===== src/rtl/channel_accum_binarize.sv =====
// channel_accum_binarize: accumulates CHANNEL_CNT partial-sum beats per neuron,
// then emits a saturated frame sum and a binarized activation (sum >= threshold).
//
// Ports:
//   i_clk        rising-edge clock
//   i_rst        asynchronous active-high reset
//   i_flush      synchronous frame abort; clears the partial frame, blocks input
//   i_in_valid   upstream beat valid
//   o_in_ready   beat accepted this cycle when high together with i_in_valid
//   i_in_data    OUTPUT_DIM signed BIT_CNT-wide partial sums
//   i_threshold  OUTPUT_DIM signed ACC_W-wide thresholds, sampled on the last beat
//   o_out_valid  result register holds an undelivered frame
//   i_out_ready  downstream accepts the result
//   o_out_sum    OUTPUT_DIM saturated BIT_CNT-wide frame sums
//   o_out_bin    OUTPUT_DIM activation bits
module channel_accum_binarize #(
    parameter  int OUTPUT_DIM  = 4,
    parameter  int BIT_CNT     = 8,
    parameter  int CHANNEL_CNT = 4,
    localparam int ACC_W       = BIT_CNT + $clog2(CHANNEL_CNT),
    localparam int CNT_W       = $clog2(CHANNEL_CNT)
) (
    input  logic                               i_clk,
    input  logic                               i_rst,
    input  logic                               i_flush,
    input  logic                               i_in_valid,
    output logic                               o_in_ready,
    input  logic [OUTPUT_DIM-1:0][BIT_CNT-1:0] i_in_data,
    input  logic [OUTPUT_DIM-1:0][ACC_W-1:0]   i_threshold,
    output logic                               o_out_valid,
    input  logic                               i_out_ready,
    output logic [OUTPUT_DIM-1:0][BIT_CNT-1:0] o_out_sum,
    output logic [OUTPUT_DIM-1:0]              o_out_bin
);

    localparam logic signed [ACC_W-1:0] SAT_MAX = ACC_W'((1 << (BIT_CNT - 1)) - 1);
    localparam logic signed [ACC_W-1:0] SAT_MIN = ~SAT_MAX;

    logic [CNT_W-1:0]                 r_cnt;
    logic [OUTPUT_DIM-1:0][ACC_W-1:0] r_acc;
    logic                             r_out_valid;
    logic [OUTPUT_DIM-1:0][BIT_CNT-1:0] r_out_sum;
    logic [OUTPUT_DIM-1:0]            r_out_bin;

    logic                               w_first;
    logic                               w_last;
    logic                               w_accept;
    logic [OUTPUT_DIM-1:0][ACC_W-1:0]   w_ext;
    logic [OUTPUT_DIM-1:0][ACC_W-1:0]   w_total;
    logic [OUTPUT_DIM-1:0][BIT_CNT-1:0] w_sat;
    logic [OUTPUT_DIM-1:0]              w_bin;

    assign w_first  = r_cnt == '0;
    assign w_last   = r_cnt == CNT_W'(CHANNEL_CNT - 1);
    // Only the closing beat of a frame needs the result register free.
    assign o_in_ready = !i_flush && !(w_last && r_out_valid && !i_out_ready);
    assign w_accept   = i_in_valid && o_in_ready;

    assign o_out_valid = r_out_valid;
    assign o_out_sum   = r_out_sum;
    assign o_out_bin   = r_out_bin;

    // ACC_W is sized so the full frame total never overflows; clamping
    // happens only when narrowing to the BIT_CNT-wide output.
    always_comb begin
        w_ext   = '0;
        w_total = '0;
        w_sat   = '0;
        w_bin   = '0;
        for (int i = 0; i < OUTPUT_DIM; i++) begin
            w_ext[i]   = {{(ACC_W - BIT_CNT){i_in_data[i][BIT_CNT-1]}}, i_in_data[i]};
            w_total[i] = r_acc[i] + w_ext[i];
            w_sat[i]   = $signed(w_total[i]) > SAT_MAX ? BIT_CNT'(SAT_MAX) :
                         $signed(w_total[i]) < SAT_MIN ? BIT_CNT'(SAT_MIN) :
                         w_total[i][BIT_CNT-1:0];
            w_bin[i]   = $signed(w_total[i]) >= $signed(i_threshold[i]);
        end
    end

    always_ff @(posedge i_clk or posedge i_rst) begin
        if (i_rst) begin
            r_cnt       <= '0;
            r_acc       <= '0;
            r_out_valid <= 1'b0;
            r_out_sum   <= '0;
            r_out_bin   <= '0;
        end else begin
            if (i_flush) begin
                r_cnt <= '0;
                r_acc <= '0;
            end else if (w_accept) begin
                r_cnt <= w_last ? '0 : r_cnt + CNT_W'(1);
                // First beat loads so no stale frame leaks in; last beat goes
                // straight to the output and leaves the accumulator alone.
                for (int i = 0; i < OUTPUT_DIM; i++)
                    if (w_first)
                        r_acc[i] <= w_ext[i];
                    else if (!w_last)
                        r_acc[i] <= w_total[i];
            end
            if (w_accept && w_last) begin
                r_out_valid <= 1'b1;
                r_out_sum   <= w_sat;
                r_out_bin   <= w_bin;
            end else if (r_out_valid && i_out_ready) begin
                r_out_valid <= 1'b0;
            end
        end
    end

endmodule


===== config.mk =====
export PLATFORM = sky130hd
export DESIGN_NAME = channel_accum_binarize
export DESIGN_NICKNAME = d
export VERILOG_FILES = /design/src/rtl/channel_accum_binarize.sv
export SDC_FILE = /design/constraint.sdc
export NUM_CORES = 1
export LEC_CHECK = 0
export CAP_MARGIN = 20
export CORE_MARGIN = 2
export CORE_UTILIZATION = 45
export DETAILED_ROUTE_END_ITERATION = 8
export GPL_TIMING_DRIVEN = 0
export PLACE_DENSITY = 0.76
export SYNTH_ARGS = -nofsm -noshare
export SYNTH_HDL_FRONTEND = slang
export SYNTH_SLANG_ARGS = --single-unit

===== constraint.sdc =====
create_clock -name i_clk -period 3.6 [get_ports i_clk]
set_input_delay 0.72 -clock i_clk [delete_from_list [all_inputs] [get_ports i_clk]]
set_output_delay 0.72 -clock i_clk [all_outputs]
set_load 0.02 [all_outputs]

==> Word-level counts from Yosys, hierarchy flattened <==
Cells that the tools add are included.
{ "word_totals": {"reg_bits": 79, "input_bits": 77, "output_inout_bits": 38, "word_cells": 66} }
{ "op_classes": {"n_addsub": 5, "magnitude_cmp": 12, "n_eq_ne": 2, "muxes": 23, "n_reduce_logical": 13} }
{ "ops": {"columns": ["op", "count"], "rows": [
  ["$mux 10", 8],
  ["$mux 40", 2],
  ["$mux 8", 8],
  ["$add 10x10->10", 4],
  ["$ge 10x10->1", 4],
  ["$gt 10x8->1 const B", 4],
  ["$lt 10x8->1 const B", 4],
  ["$logic_and 1x1->1", 6],
  ["$mux 2", 3],
  ["$reduce_bool 2->1", 2],
  ["$logic_not 1->1", 3],
  ["$ne 3x3->1 const B", 1],
  ["$add 2x1->2 const B", 1],
  ["$eq 2x2->1 const B", 1],
  ["$logic_not 2->1", 1],
  ["$mux 1", 2],
  ["$reduce_and 2->1", 1]
]} }

==> Longest topological paths before layout <==
Gate-level depths: netlist (run 1).
{ "logic_depth": {"word_depth": 8, "mapped_depth": 15, "mapped_depth_nobuf": 15} }

==> Worst setup path after synthesis (run 1) <==
No wires, ideal clock.
{ "synth_timing": {"path_type": "input -> register", "start": "input port i_in_data[16] (netlist name)", "end": "register r_out_bin[2] (netlist: o_out_bin[2])", "setup_ns": 0.135, "t_arrival_ns": 3.097, "required_ns": 3.465, "setup_slack_ns": 0.367, "path_stages": 13, "n_path_buf": 0, "cell_sequence": "ha_1 > inv_1 > fa_1 > nor2b_1 > o31a_1 > o21a_1 > nor2_1 > xnor2_1 > ha_1 > a2111oi_0 > a21oi_1 > a2111oi_0 > o41ai_1"} }
{ "synth_between": {"elab_chain_len": 2} }
{ "synth_rtl": {"columns": ["element", "line_no", "rtl"], "rows": [
  ["from (decl)", "28", "input logic [OUTPUT_DIM-1:0][BIT_CNT-1:0] i_in_data,"],
  ["$add 10x10->10", "72", "w_total[i] = r_acc[i] + w_ext[i];"],
  ["$ge 10x10->1", "76", "w_bin[i] = $signed(w_total[i]) >= $signed(i_threshold[i]);"],
  ["to (signal assigned)", "104", "r_out_bin <= w_bin;"],
  ["to (decl)", "43", "logic [OUTPUT_DIM-1:0] r_out_bin;"]
]} }
No other way between the ends.
A chain may end at the register's enable or synchronous reset.

==> Worst setup path in the final report (run 1) <==
{ "layout_timing": {"start": "input port i_in_data[9] (netlist name)", "end": "register r_out_bin[1] (netlist: o_out_bin[1])"} }
Same word-level chain as after synthesis.

==> impl_summary.log, run 1 <==
[metrics] number of instances on the worst hold path: 2
[metrics] pre-CTS setup slack: -538 ps
[metrics] site row count: 44
[metrics] wire length of the first global-routing pass: between 20 and 30 mm
[metrics] Critical Path Sink Type: flop
[metrics] routed length per instance: 16.8 um
[metrics] # hold bufs at CTS: 0
[metrics] Num Clock Sinks: 79
[metrics] prevailing post-synth register cell: sky130_fd_sc_hd__dfrtp_1
[metrics] IO Port Bufs: 114
[metrics] Power Density: 449 nW/um^2
[metrics] detailed placement HPWL: 13.6 mm
[metrics] clock tree from TritonCTS: done
[metrics] Final Instance Count excl. Fillers: around 1100
[metrics] initial detailed-routing violation count: 453
[metrics] post-detailed-routing wire length: about 18 mm
[metrics] final RePlAce weighted congestion: 0.910
[metrics] maximum number of pins on one net before global-route repair: 71
[metrics] first element of the critical path: i_in_data[9]
[metrics] most frequent cell after synthesis: sky130_fd_sc_hd__inv_1
[metrics] Final Core Density: 0.583
[metrics] startpoint types: input pin
[metrics] Total Die Area: 15700 sq um
[metrics] worst-path fanout max: 3
[metrics] number of distinct standard cells referenced by the synthesized netlist: 71
[metrics] synthesized area: 6630 sq um
[metrics] Tightest Hold Check Type: flop to flop
[metrics] count of flip-flops with a built-in enable after synthesis: 0
[metrics] leakage power of the design: 3.93 nW
[metrics] instance count after placement with tap cells included: 1073
[metrics] maximum frequency from static timing analysis: 0.290 GHz
[metrics] ANT cells: 0
[metrics] Tmin final: 3450 ps
[metrics] Clock Tree Buf Depth: 2
[metrics] vias per cell: 5.66
[metrics] syn avg cell area: approximately 8.6 sq um
[metrics] overall via count from detail_route: slightly above 6000
[metrics] number of iterations in the first detailed-routing pass: 5
[metrics] post-route antenna net violation count: 0
[metrics] final number of max-transition violations: 0
[metrics] asr flop ratio synth: 1.00
[metrics] starting density of the core: 0.458
[metrics] number of synthesized register bits: 79
[metrics] top cell type's share of synthesized area: 0.298
[metrics] Worst R2R Path Depth: 14
[metrics] clock root buffer: sky130_fd_sc_hd__clkbuf_16
[metrics] fraction of the cycle the final worst path needs: 0.959
[metrics] y dimension of the die: 125 um
[metrics] RSZ-0062 raised after global routing: false
[metrics] clock buffer count from CTS: 9
[metrics] worst reg2reg path endpoint: o_out_bin[3]$_DFFE_PP0P_
[metrics] largest clock skew in the final design: 6.63 ps
[metrics] beginning of the worst register-to-register path: r_acc[30]$_DFFE_PP0P_
[metrics] Die X: roughly 130 um
[metrics] grt ovf: 0
[metrics] area leader, netlist: sky130_fd_sc_hd__dfrtp_1
[metrics] pin slew with the least headroom to its limit: 845 ps
[metrics] reg-to-reg setup timing slack: between 500 and 600 ps
[metrics] core box area: roughly 14000 sq um
[metrics] Max VDD drop: 234 uV
[metrics] number of nets in the synthesized netlist: 929
[metrics] post-layout power: 0.00379 W
[metrics] post-synthesis to final-layout area growth: 27.4%
[metrics] ranking of synthesized cells by area: sky130_fd_sc_hd__dfrtp_1 30%, sky130_fd_sc_hd__ha_1 14%, sky130_fd_sc_hd__o21ai_0 5.4%, sky130_fd_sc_hd__inv_1 4.6%, sky130_fd_sc_hd__nand3b_1 3.7%
[metrics] number of global-route vias before repair: slightly below 6000
[metrics] hold path startpoint: o_out_sum[7]$_DFFE_PP0P_
[metrics] most instantiated cells after synthesis: 82 x sky130_fd_sc_hd__inv_1, 79 x sky130_fd_sc_hd__dfrtp_1, 74 x sky130_fd_sc_hd__ha_1
[metrics] reported max-cap violation count: 0
[metrics] NumNets Final: 1062
[metrics] YS warnings: 0
[metrics] run status: completed
[metrics] Max-slew headroom: 0.436
[metrics] Req. time, crit path: 3830 ps
[metrics] fraction of layout cells with a size suffix above 1: 0.0681
[metrics] Clock transition at path regs: 60 ps
[metrics] worst hold slack across all endpoints: 483 ps
[metrics] Data arrival, critical path: 3680 ps
[metrics] GRT Overall Usage: 0.236
[metrics] Setup Viol. Count Final: 0
[metrics] sequential cell area fraction in the yosys report: 0.298
[metrics] hold-critical path endpoint: o_out_sum[7]$_DFFE_PP0P_
[metrics] top-level port count: 115
[metrics] source-to-sink clock delay at the later pin of the worst-skew pair: about 350 ps
[metrics] Gate Count Post-Synth: 774
[metrics] worst setup path class: input pin to flop
[metrics] post-route setup slack: 149 ps
[metrics] antenna violations before repair: 0
[metrics] final-report hold violation count: 0
[metrics] detailed-route DRC error count: 0
[metrics] number of H-tree branching levels: 3
==> cells in the final DEF, fill, tap and decap left out, types with 5 or more instances in the layout <==
cell type,count
sky130_fd_sc_hd__nand3b_1,33
sky130_fd_sc_hd__a311oi_1,7
sky130_fd_sc_hd__a21o_1,16
sky130_fd_sc_hd__buf_4,7
sky130_fd_sc_hd__ha_1,71
sky130_fd_sc_hd__mux2i_1,16
sky130_fd_sc_hd__nor2_1,46
sky130_fd_sc_hd__xor2_1,16
sky130_fd_sc_hd__a22oi_1,6
sky130_fd_sc_hd__clkdlybuf4s50_1,113
sky130_fd_sc_hd__o21ai_0,70
sky130_fd_sc_hd__o21a_1,6
sky130_fd_sc_hd__clkbuf_1,32
sky130_fd_sc_hd__o31ai_1,5
sky130_fd_sc_hd__o311ai_0,5
sky130_fd_sc_hd__a31oi_1,5
sky130_fd_sc_hd__a21oi_1,44
sky130_fd_sc_hd__nor2b_1,7
sky130_fd_sc_hd__nand2_1,58
sky130_fd_sc_hd__xnor2_1,21
sky130_fd_sc_hd__clkbuf_16,9
sky130_fd_sc_hd__dfrtp_1,79
sky130_fd_sc_hd__nand2b_1,14
sky130_fd_sc_hd__nor3_1,12
sky130_fd_sc_hd__inv_1,81
sky130_fd_sc_hd__a211oi_1,8
sky130_fd_sc_hd__nand3_1,15
sky130_fd_sc_hd__o21ai_1,5
==> worst max-delay path by stage <==
stage / slack, ps / cells after the start / end
4_1_cts: 7 / 15 / o_out_bin[3]$_DFFE_PP0P_
5_1_grt: 4 / 15 / o_out_bin[1]$_DFFE_PP0P_
6_report: 150 / 13 / o_out_bin[1]$_DFFE_PP0P_
3_3_place_gp: -590 / 2 / o_out_sum[24]$_DFFE_PP0P_
3_5_place_dp: -540 / 14 / o_out_bin[2]$_DFFE_PP0P_
2_1_floorplan: 370 / 13 / o_out_bin[2]$_DFFE_PP0P_
==> worst max-delay path, cell delays in order <==
cell                              delay [ps]
sky130_fd_sc_hd__clkdlybuf4s50_1         490
sky130_fd_sc_hd__ha_1                    360
sky130_fd_sc_hd__a21o_1                  180
sky130_fd_sc_hd__a21oi_1                 220
sky130_fd_sc_hd__o21ai_0                 150
sky130_fd_sc_hd__xor2_1                  290
sky130_fd_sc_hd__ha_1                    310
sky130_fd_sc_hd__and3_1                  180
sky130_fd_sc_hd__a221oi_2                280
sky130_fd_sc_hd__o21ai_1                 120
sky130_fd_sc_hd__o21bai_1                120
sky130_fd_sc_hd__and4_1                  190
sky130_fd_sc_hd__o21ai_0                  80
==> per-layer routing <==
metal,part of all wire,global-route usage,vias up
met2,0.47,0.386,185
met3,0.055,0.0338,33
met5,0,0,-
met4,0.025,0.0889,0
li1,-,-,3021
met1,0.45,0.319,2958
==> power by group <==
part           switching (W)  internal [W]
clock               0.000369      0.000483
sequential         0.0000922       0.00104
combinational       0.000981      0.000834
total                0.00144       0.00235
==> logic make-up after synthesis <==
group	after synthesis	share of synthesized area
adders and majority gates	80	0.155
AOI/OAI and AO/OA	230	0.235
buffers and inverters	115	0.0655
DFF	79	0.298
and+or+nand+nor	211	0.163
xor gates and xnor gates	40	0.0551
muxes	19	0.0292
==> what timing repair did <==
item / 4_1_cts / 5_1_grt
buffers inserted: 3 / 4
pin swaps: 3 / 12
resized for setup: 7 / 17
endpoints found under the hold margin: 0 / 0
setup endpoints to repair: 2 / 5
==> sequential cells by signal (all words and copies together) (netlist names) <==
| name | flops |
|---|---|
| o_out_sum | 32 |
| o_out_bin | 4 |
| r_cnt | 2 |
| o_out_valid | 1 |
| r_acc | 40 |
==> through the flow <==
step / setup TNS [ps] / cell area [sq um]
after global routing: 0 / 8450
after global placement: -47860 / 8000
after CTS: 0 / 8340
after detailed placement: -2020 / 8030
final: 0 / 8450
after floorplan: 0 / 6630
==> area by class of cell <==
type	count	area, sq um
multi-input cells	580	4320
clock inverters	1	5.00
repair buffers	122	1220
flip-flops and latches	79	1980
plain buffers	33	128
fillers	1328	6030
well taps	184	230
inverters	82	310
clock buffers	14	254
No activity file was read; power rests on OpenSTA's default activity.
==> inputs of run 2 (changes only) <==
- CTS_CLUSTER_SIZE: not set -> 12
==> results of run 2 <==
Same layout as run 1: the final DEF is identical, and so are final timing and power.
==> inputs of run 3 (changes only) <==
- MAX_ROUTING_LAYER: not set -> met4
==> impl_summary.log, run 3 (same netlist as run 1, synthesis figures left out) <==
[metrics] clock tree from TritonCTS: done
[metrics] CP Buf/Inv Count: 1 (unchanged)
[metrics] run status: completed
[metrics] core box area: 14500 sq um (unchanged)
[metrics] Setup Viol. Count Final: 0 (unchanged)
[metrics] Power Density: 465 nW/um^2 (+3.5%)
[metrics] Tmin final: 3510 ps (+59.4 ps)
[metrics] Clock Tree Buf Depth: 2 (unchanged)
[metrics] reported max-cap violation count: 0 (unchanged)
[metrics] pre-CTS setup slack: -562 ps (-24.7 ps)
[metrics] routed length per instance: 17.0 um (+1.3%)
[metrics] GRT Overall Usage: 0.245 (+0.00885)
[metrics] number of global-route vias before repair: 5973 (+0.22%)
[metrics] family with the most delay on the worst path: compound AO/OA/AOI/OAI gates
[metrics] starting density of the core: 0.458 (unchanged)
[metrics] final number of max-transition violations: 0 (unchanged)
[metrics] Data arrival, critical path: 3730 ps (+50 ps)
[metrics] number of iterations in the first detailed-routing pass: 5 (unchanged)
[metrics] number of H-tree branching levels: 3 (unchanged)
[metrics] Clock transition at path regs: 60 ps (about the same)
[metrics] largest clock skew in the final design: 6.35 ps (-0.280 ps)
[metrics] grt ovf: 0 (unchanged)
[metrics] final RePlAce weighted congestion: 0.904 (-0.56%)
[metrics] post-detailed-routing wire length: 18.6 mm (+1.5%)
[metrics] source-to-sink clock delay at the later pin of the worst-skew pair: 350 ps (about the same)
[metrics] maximum frequency from static timing analysis: 0.285 GHz (-1.7%)
[metrics] pin slew with the least headroom to its limit: 863 ps (+18.0 ps)
[metrics] Max-slew headroom: 0.421 (-0.0159)
[metrics] post-route setup slack: 89.1 ps (-59.4 ps)
[metrics] initial detailed-routing violation count: 425 (-6.2%)
[metrics] max reg flops: 40 (unchanged)
[metrics] leakage power of the design: 3.97 nW (+0.93%)
[metrics] cells traversed along the worst timing path: clkdlybuf4s50_1 > ha_1 > a21o_1 > a21oi_2 > o21ai_0 > xor2_1 > ha_1 > and3_1 > a221oi_2 > o21ai_1 > o21bai_1 > and4_1 > o21ai_0
[metrics] wire length of the first global-routing pass: 30.1 mm (+1.3%)
[metrics] clock root buffer: sky130_fd_sc_hd__clkbuf_16
[metrics] Reg with most FFs: r_acc
[metrics] highest-count cells in the layout ignoring fill and taps: 114 x sky130_fd_sc_hd__clkdlybuf4s50_1, 81 x sky130_fd_sc_hd__inv_1, 79 x sky130_fd_sc_hd__dfrtp_1
[metrics] standard cell with the maximum stage delay on the critical path: sky130_fd_sc_hd__clkdlybuf4s50_1
[metrics] post-synthesis to final-layout area growth: 29.3%
[metrics] fraction of the cycle the final worst path needs: 0.975 (+0.0165)
[metrics] top-level port count: 115 (unchanged)
[metrics] NumNets Final: 1064 (+0.19%)
[metrics] site row count: 44 (unchanged)
[metrics] maximum number of pins on one net before global-route repair: 66 (-7.0%)
[metrics] Num Clock Sinks: 79 (unchanged)
[metrics] fraction of layout cells with a size suffix above 1: 0.0811 (+0.0130)
[metrics] detailed-route DRC error count: 0 (unchanged)
[metrics] most common cell after layout, fill and taps aside: sky130_fd_sc_hd__clkdlybuf4s50_1
[metrics] overall via count from detail_route: 6185 (-0.19%)
[metrics] vias per cell: 5.64 (-0.38%)
[metrics] ANT cells: 0 (unchanged)
[metrics] worst-path fanout max: 3 (unchanged)
[metrics] startpoint types: input pin
[metrics] RSZ-0062 raised after global routing: true
[metrics] Critical Path Sink Type: flop
[metrics] y dimension of the die: 125 um (unchanged)
[metrics] final-report hold violation count: 0 (unchanged)
[metrics] worst hold slack across all endpoints: 475 ps (-7.62 ps)
[metrics] Die X: 125 um (unchanged)
[metrics] clock buffer count from CTS: 9 (unchanged)
[metrics] IO Port Bufs: 114 (unchanged)
[metrics] worst setup path class: input pin to flop
[metrics] Req. time, crit path: 3820 ps (about the same)
[metrics] detailed placement HPWL: 13.7 mm (+1.1%)
[metrics] delay of the slowest cell on the worst path: 490 ps (about the same)
[metrics] antenna violations before repair: 0 (unchanged)
[metrics] Total Die Area: 15700 sq um (unchanged)
[metrics] Max VDD drop: 281 uV (+20%)
[metrics] Tightest Hold Check Type: flop to flop
[metrics] post-route antenna net violation count: 0 (unchanged)
-- run 3: area by class of cell --
cell class | count | area [sq um]
Clock buffer | 12 | 246
Buffer | 33 | 128
Timing Repair Buffer | 124 | 1240
Fill cell | 1289 | 5910
Tap cell | 184 | 230
Multi-Input combinational cell | 580 | 4380
Clock inverter | 3 | 67.6
Sequential cell | 79 | 1980
Inverter | 82 | 310
-- run 3: repair_timing --
action / in CTS / in global routing
buffers inserted: 3 / 6
pin swaps: 5 / 12
hold buffers: 0 / 0
endpoints found under the setup margin: 3 / 9
resized for setup: 6 / 27
-- run 3: power breakdown --
group	switching, W	internal, W	leakage, nW
combinational	0.00100	0.000854	2.77
sequential	0.0000916	0.00104	1.05
clock	0.000379	0.000624	0.149
total	0.00147	0.00251	3.97
-- run 3: worst reg2reg max path, stage by stage, from the launching register on --
cell                       delay [ps]
sky130_fd_sc_hd__dfrtp_1          400
sky130_fd_sc_hd__ha_1             160
sky130_fd_sc_hd__clkbuf_1         290
sky130_fd_sc_hd__inv_1            100
sky130_fd_sc_hd__o21ai_1          700
sky130_fd_sc_hd__a21oi_1          360
sky130_fd_sc_hd__nor2_1           660
sky130_fd_sc_hd__a22oi_1          200
sky130_fd_sc_hd__nand3_1          110
-- run 3: through the flow --
| step | utilization | cells | instance area, sq um | power [W] | setup TNS (ps) |
|---|---|---|---|---|---|
| floorplan | - | 774 | 6630 | 0.00229 | 0 |
| global placement | 0.553 | 1072 | 8000 | 0.00284 | -48860 |
| detailed placement | 0.555 | 1073 | 8030 | 0.00287 | -2500 |
| CTS | 0.580 | 1091 | 8390 | 0.00390 | 0 |
| global route | 0.592 | 1097 | 8570 | 0.00424 | -44.3 |
| finish | 0.592 | 1097 | 8570 | 0.00399 | 0 |
-- run 3: worst paths after layout --
check	slack, ps	to	startpoint	depth (start not counted)
hold / removal	480	o_out_bin[3]$_DFFE_PP0P_	o_out_bin[3]$_DFFE_PP0P_	1
min in group asynchronous	650	o_out_valid$_DFFE_PP0P_	i_rst	2
max in group asynchronous	2360	o_out_sum[24]$_DFFE_PP0P_	i_rst	3
hold reg to reg	480	o_out_bin[3]$_DFFE_PP0P_	o_out_bin[3]$_DFFE_PP0P_	1
setup / recovery	90	o_out_bin[1]$_DFFE_PP0P_	i_in_data[9]	13
setup reg to reg	550	r_acc[39]$_DFFE_PP0P_	r_cnt[0]$_DFFE_PP0P_	8
-- run 3: metal layers --
metal / track usage / part of all wire / up-vias
met5: - / 0 / -
met1: 0.318 / 0.45 / 2933
li1: - / - / 3036
met2: 0.396 / 0.48 / 185
met4: 0.0922 / 0.024 / 0
met3: 0.0282 / 0.048 / 31
